--- src/rtl/pir_emulator.sv ---
// PIR motion sensor output emulator: turns a raw trigger into a sensor-style
// pulse with warm-up, hold, optional retrigger and post-hold blocking.
module pir_emulator #(
  parameter int unsigned WARMUP_CYCLES = 100_000_000,
  parameter int unsigned HOLD_CYCLES   = 300_000_000,
  parameter int unsigned BLOCK_CYCLES  = 250_000_000
) (
  input  logic        clk,
  input  logic        reset,
  input  logic        trigger,
  input  logic        retrig,
  output logic        motion_out,
  output logic        ready,
  output logic [1:0]  state,
  output logic [15:0] event_count
);

  localparam int unsigned MaxWh     = (WARMUP_CYCLES > HOLD_CYCLES) ? WARMUP_CYCLES : HOLD_CYCLES;
  localparam int unsigned MaxCycles = (MaxWh > BLOCK_CYCLES) ? MaxWh : BLOCK_CYCLES;
  localparam int unsigned CntW      = $clog2(MaxCycles) + 1;

  localparam logic [CntW-1:0] CntOne     = CntW'(1);
  localparam logic [CntW-1:0] WarmupLoad = CntW'(WARMUP_CYCLES);
  localparam logic [CntW-1:0] HoldLoad   = CntW'(HOLD_CYCLES);
  localparam logic [CntW-1:0] BlockLoad  = CntW'(BLOCK_CYCLES);

  typedef enum logic [1:0] {
    StWarmup = 2'd0,
    StIdle   = 2'd1,
    StHold   = 2'd2,
    StBlock  = 2'd3
  } state_e;

  logic trig_s1_q, trig_s2_q, trig_prev_q;
  logic retrig_s1_q, retrig_s2_q;
  logic trig_edge;

  state_e          state_q, state_d;
  logic [CntW-1:0] cnt_q, cnt_d;
  logic [15:0]     count_q, count_d;
  logic            motion_q, motion_d;
  logic            ready_q, ready_d;

  always_ff @(posedge clk or negedge reset) begin
    if (!reset) begin
      trig_s1_q   <= 1'b0;
      trig_s2_q   <= 1'b0;
      trig_prev_q <= 1'b0;
      retrig_s1_q <= 1'b0;
      retrig_s2_q <= 1'b0;
    end else begin
      trig_s1_q   <= trigger;
      trig_s2_q   <= trig_s1_q;
      trig_prev_q <= trig_s2_q;
      retrig_s1_q <= retrig;
      retrig_s2_q <= retrig_s1_q;
    end
  end

  assign trig_edge = trig_s2_q & ~trig_prev_q;

  always_ff @(posedge clk or negedge reset) begin
    if (!reset) begin
      state_q  <= StWarmup;
      cnt_q    <= WarmupLoad;
      count_q  <= 16'd0;
      motion_q <= 1'b0;
      ready_q  <= 1'b0;
    end else begin
      state_q  <= state_d;
      cnt_q    <= cnt_d;
      count_q  <= count_d;
      motion_q <= motion_d;
      ready_q  <= ready_d;
    end
  end

  // Timed states leave on a count of 1; <= also covers a zero warm-up load.
  always_comb begin
    state_d = state_q;
    cnt_d   = cnt_q;
    count_d = count_q;
    unique case (state_q)
      StWarmup: begin
        if (cnt_q <= CntOne) state_d = StIdle;
        else                 cnt_d   = cnt_q - CntOne;
      end
      StIdle: begin
        if (trig_edge) begin
          state_d = StHold;
          cnt_d   = HoldLoad;
          count_d = count_q + 16'd1;
        end
      end
      StHold: begin
        if (trig_edge && retrig_s2_q) begin
          cnt_d = HoldLoad;
        end else if (cnt_q <= CntOne) begin
          if (BLOCK_CYCLES == 0) begin
            state_d = StIdle;
          end else begin
            state_d = StBlock;
            cnt_d   = BlockLoad;
          end
        end else begin
          cnt_d = cnt_q - CntOne;
        end
      end
      StBlock: begin
        if (cnt_q <= CntOne) state_d = StIdle;
        else                 cnt_d   = cnt_q - CntOne;
      end
      default: state_d = StWarmup;
    endcase
    motion_d = (state_d == StHold);
    ready_d  = (state_d == StIdle) || (state_d == StHold);
  end

  assign motion_out  = motion_q;
  assign ready       = ready_q;
  assign state       = state_q;
  assign event_count = count_q;

endmodule

--- config.mk ---
export PLATFORM = sky130hd
export DESIGN_NAME = pir_emulator
export DESIGN_NICKNAME = d
export VERILOG_FILES = /design/src/rtl/pir_emulator.sv
export SDC_FILE = /design/constraint.sdc
export NUM_CORES = 1
export LEC_CHECK = 0
export BUFFER_PORTS_ARGS = -buffer_cell sky130_fd_sc_hd__buf_2
export CORE_UTILIZATION = 32
export CTS_CLUSTER_DIAMETER = 40
export CTS_CLUSTER_SIZE = 12
export DETAILED_ROUTE_END_ITERATION = 16
export GPL_TIMING_DRIVEN = 0
export SYNTH_ARGS = -nofsm -noshare
export SYNTH_HDL_FRONTEND = slang
export SYNTH_SLANG_ARGS = --single-unit
--- constraint.sdc ---
create_clock -name clk -period 4.16 [get_ports clk]
set_clock_uncertainty 0.1 [all_clocks]
set_input_delay 0.832 -clock clk [delete_from_list [all_inputs] [get_ports clk]]
set_output_delay 0.832 -clock clk [all_outputs]
set_load 0.01 [all_outputs]
==> impl_results.md <==
* Data required time of the worst path at 4.27 ns
* Count of yosys warnings during synthesis at 0
* Net count, final at roughly 360
* H-tree lvl count at 2
* Net Count, Synth at ~330
* Post-synth EDFFs at 0
* Worst Tran Pin Value at about 1.5 ns
* Largest net degree at the start of global routing at 56
* I/O pin total at 24
* CTS tree: done
* Number of synthesized register bits at between 50 and 60
* Vias in the first global route at 2463
* Leakage power at 1.47 nW
* Commonest non-fill, non-tap cell in the layout: dfrtp_1
* Drt drc at 0
* Max-slew violations at 0
* Most frequent cells in the layout: dfrtp_1 (43), nor2_1 (29), buf_2 (28)
* Post-synthesis adder-cell area fraction at 0.0297
* Failing checks: max-capacitance violations
* Synth Flop Type: dfrtp_1
* Vert. Die Dim at between 90 and 100 um
* Initial antenna violation count at 0
* First-pass GRT wire length at around 12000 um
* Mean Syn Cell Area at around 9.4 um2
* Worst min path class: register to register
* F_max at between 0.3 and 0.4 GHz
* Initial DRC Count at between 150 and 200
* Later-pin clock latency in the skew report at between 0.3 and 0.4 ns
* Post-synth ARST share at 1.00
* Worst Path Max Fanout at 9
* GPL Wtd Cong at around 0.85
* Rows at 34
* Via density per instance at around 5.6
* Busiest layer in global routing: met2
* CTS Hold Bufs at 0
* Setup Fix Bufs, Post-CTS at 0
* Core area at between 8000 and 9000 um2
* Clock-pin slew on the worst setup and hold paths at between 0.1 and 0.15 ns
* Register area share after synthesis at 0.472
* Die X-Extent at between 90 and 100 um
* Final setup fails at 0
* Count of cell types in the netlist at 50
* CP startpoint kind: register
* Mux cell area share after synthesis at 0.00382
* Total gr overflow at 0
* Routed len/inst at 15.4 um
* Area growth syn-to-layout at 11.8%
* Status: complete, but fails checks
* Post-synthesis compound-gate area fraction at 0.190
* Crit path capture type: register
* Cells after Synth at between 300 and 400
* CTS root buf: clkbuf_8
* Initial core utilization at 0.335
* Area occupied by registers at around 1400 um2
* HPWL Detailed at 4850 um
* Tcrit/Tclk final at 0.797
* RSZ-0062 raised after global routing: false
* CTS Buffer Depth at 2
* GR Util All Layers at 0.153
* Final hold violations at 0
* Multi-input gate area at 1450 um2
* GR Util met2 at 0.251
* Kind of critical path: register to register
* Routed WL at 6980 um
* Setup_tns at 0 ns
* CTS Sinks at between 50 and 60
* PostCTS Resize Cnt at 0
* VDD IR-drop max at 0.243 mV
* Main combinational cell family by area after synthesis: simple AND/OR/NAND/NOR gates
* Layout cell share with drive strength beyond 1 at 0.171
* Pwr dens at 603 nW/um2
* Slew headroom at 0.00421
* Post-DRT Antenna Nets at 0
* # Max-Cap Violations at 1
* CTS Buf Count at 5
* Met3 Resource Use GR at 0.0279
* Core Util, Final at 0.374
* Final min period at 3.31 ns
* N_diodes at 0
* Met1 global-route usage at 0.212
* DR pass1 iterations at 5
* # port buffers at 23
* Synthesized cell area at between 2000 and 3000 um2
* Post-Synth XOR/XNOR Area at 0.0446
* Filler cells at slightly below 900
* WHS at around 0.26 ns
* Arrival time at the worst endpoint at 3.42 ns
* Routed via count at around 2500
* Simple-gate share of the synthesized area at 0.224
* Die area at 9600 um2
==> layout make-up <==
class / count / share of cell area
Inverter: 13 / 0.0148
Clock buffer: 5 / 0.0209
Timing Repair Buffer: 23 / 0.0357
Buffer: 13 / 0.0171
Sequential cell: 55 / 0.422
Multi-Input combinational cell: 234 / 0.440
Tap cell: 108 / 0.0410
Clock inverter: 3 / 0.00835
==> worst paths after layout <==
kind | endpoint | start | cells past startpoint | slack (ns)
max | cnt_q[6] | state[0] | 8 | 0.85
max in group asynchronous | cnt_q[2] | reset | 1 | 3.03
min reg2reg | retrig_s2_q | retrig_s1_q | 0 | 0.26
min | retrig_s2_q | retrig_s1_q | 0 | 0.26
min in group asynchronous | event_count[12] | reset | 1 | 0.45
max reg2reg | cnt_q[6] | state[0] | 8 | 0.85
==> per-stage QoR <==
stage | worst slack (ns) | std cells | power (mW) | cell area, um2
2_1_floorplan | 1.73 | 315 | 1.43 | 2950
3_3_place_gp | 1.00 | 446 | 1.65 | 3200
3_5_place_dp | 1.05 | 446 | 1.66 | 3200
4_1_cts | 1.00 | 454 | 1.99 | 3290
5_1_grt | 0.711 | 454 | 2.14 | 3300
6_report | 0.847 | 454 | 1.99 | 3300
==> critical path: stages (launching register included) <==
cell and delay [ns]:
dfrtp_1 0.42, inv_1 0.06, ha_1 0.27, clkbuf_1 0.30
a21oi_1 0.10, or2_2 0.31, nor3_1 1.17, nand2_1 0.17
o41ai_1 0.29
==> sequential cells by signal (all words and copies together), names as in the netlist <==
signal / cells
trig_prev_q: 1
cnt_q: 30
retrig_s2_q: 1
motion_out: 1
retrig_s1_q: 1
state: 2
ready: 1
trig_s2_q: 1
event_count: 16
trig_s1_q: 1
==> per-layer routing <==
metal  wire, um  vias up
li1           -     1206
met1       3310     1225
met2       3170      102
met3        463        5
met4         41        0
met5          0        -
==> logic make-up (layout without fill, tap and decap cells) <==
logic type	after synthesis	in the layout
adders and majority gates	7	7
AOI/OAI and AO/OA	90	90
xor gates and xnor gates	15	15
DFF	55	55
muxes	1	1
buffers and inverters	26	57
and+or+nand+nor	121	121
==> cells in the mapped netlist (all sizes together), types with 3 or more instances <==
| cell type | instances | area share |
|---|---|---|
| nand2 | 24 | 0.031 |
| nor4 | 13 | 0.042 |
| inv | 13 | 0.017 |
| nand3 | 6 | 0.010 |
| and2 | 3 | 0.0064 |
| clkbuf | 7 | 0.0089 |
| a211oi | 3 | 0.0076 |
| xor2 | 5 | 0.015 |
| nor3 | 13 | 0.022 |
| nor2b | 3 | 0.0064 |
| nand2b | 3 | 0.0064 |
| dfrtp | 43 | 0.37 |
| a21oi | 25 | 0.044 |
| o21ai | 25 | 0.042 |
| nand4 | 7 | 0.017 |
| o211a | 3 | 0.010 |
| nor2 | 29 | 0.037 |
| ha | 7 | 0.030 |
| xnor2 | 10 | 0.030 |
| buf | 6 | 0.010 |
| and3 | 3 | 0.0064 |
| dfstp | 12 | 0.11 |
| or3 | 8 | 0.017 |
| a31oi | 16 | 0.034 |
==> power by group <==
part	internal (mW)	leakage, nW	switching [mW]
logic	0.306	0.739	0.513
registers	0.702	0.684	0.149
clock network	0.125	0.0467	0.192
total	1.13	1.47	0.854
No activity file was read; power rests on OpenSTA's default activity.
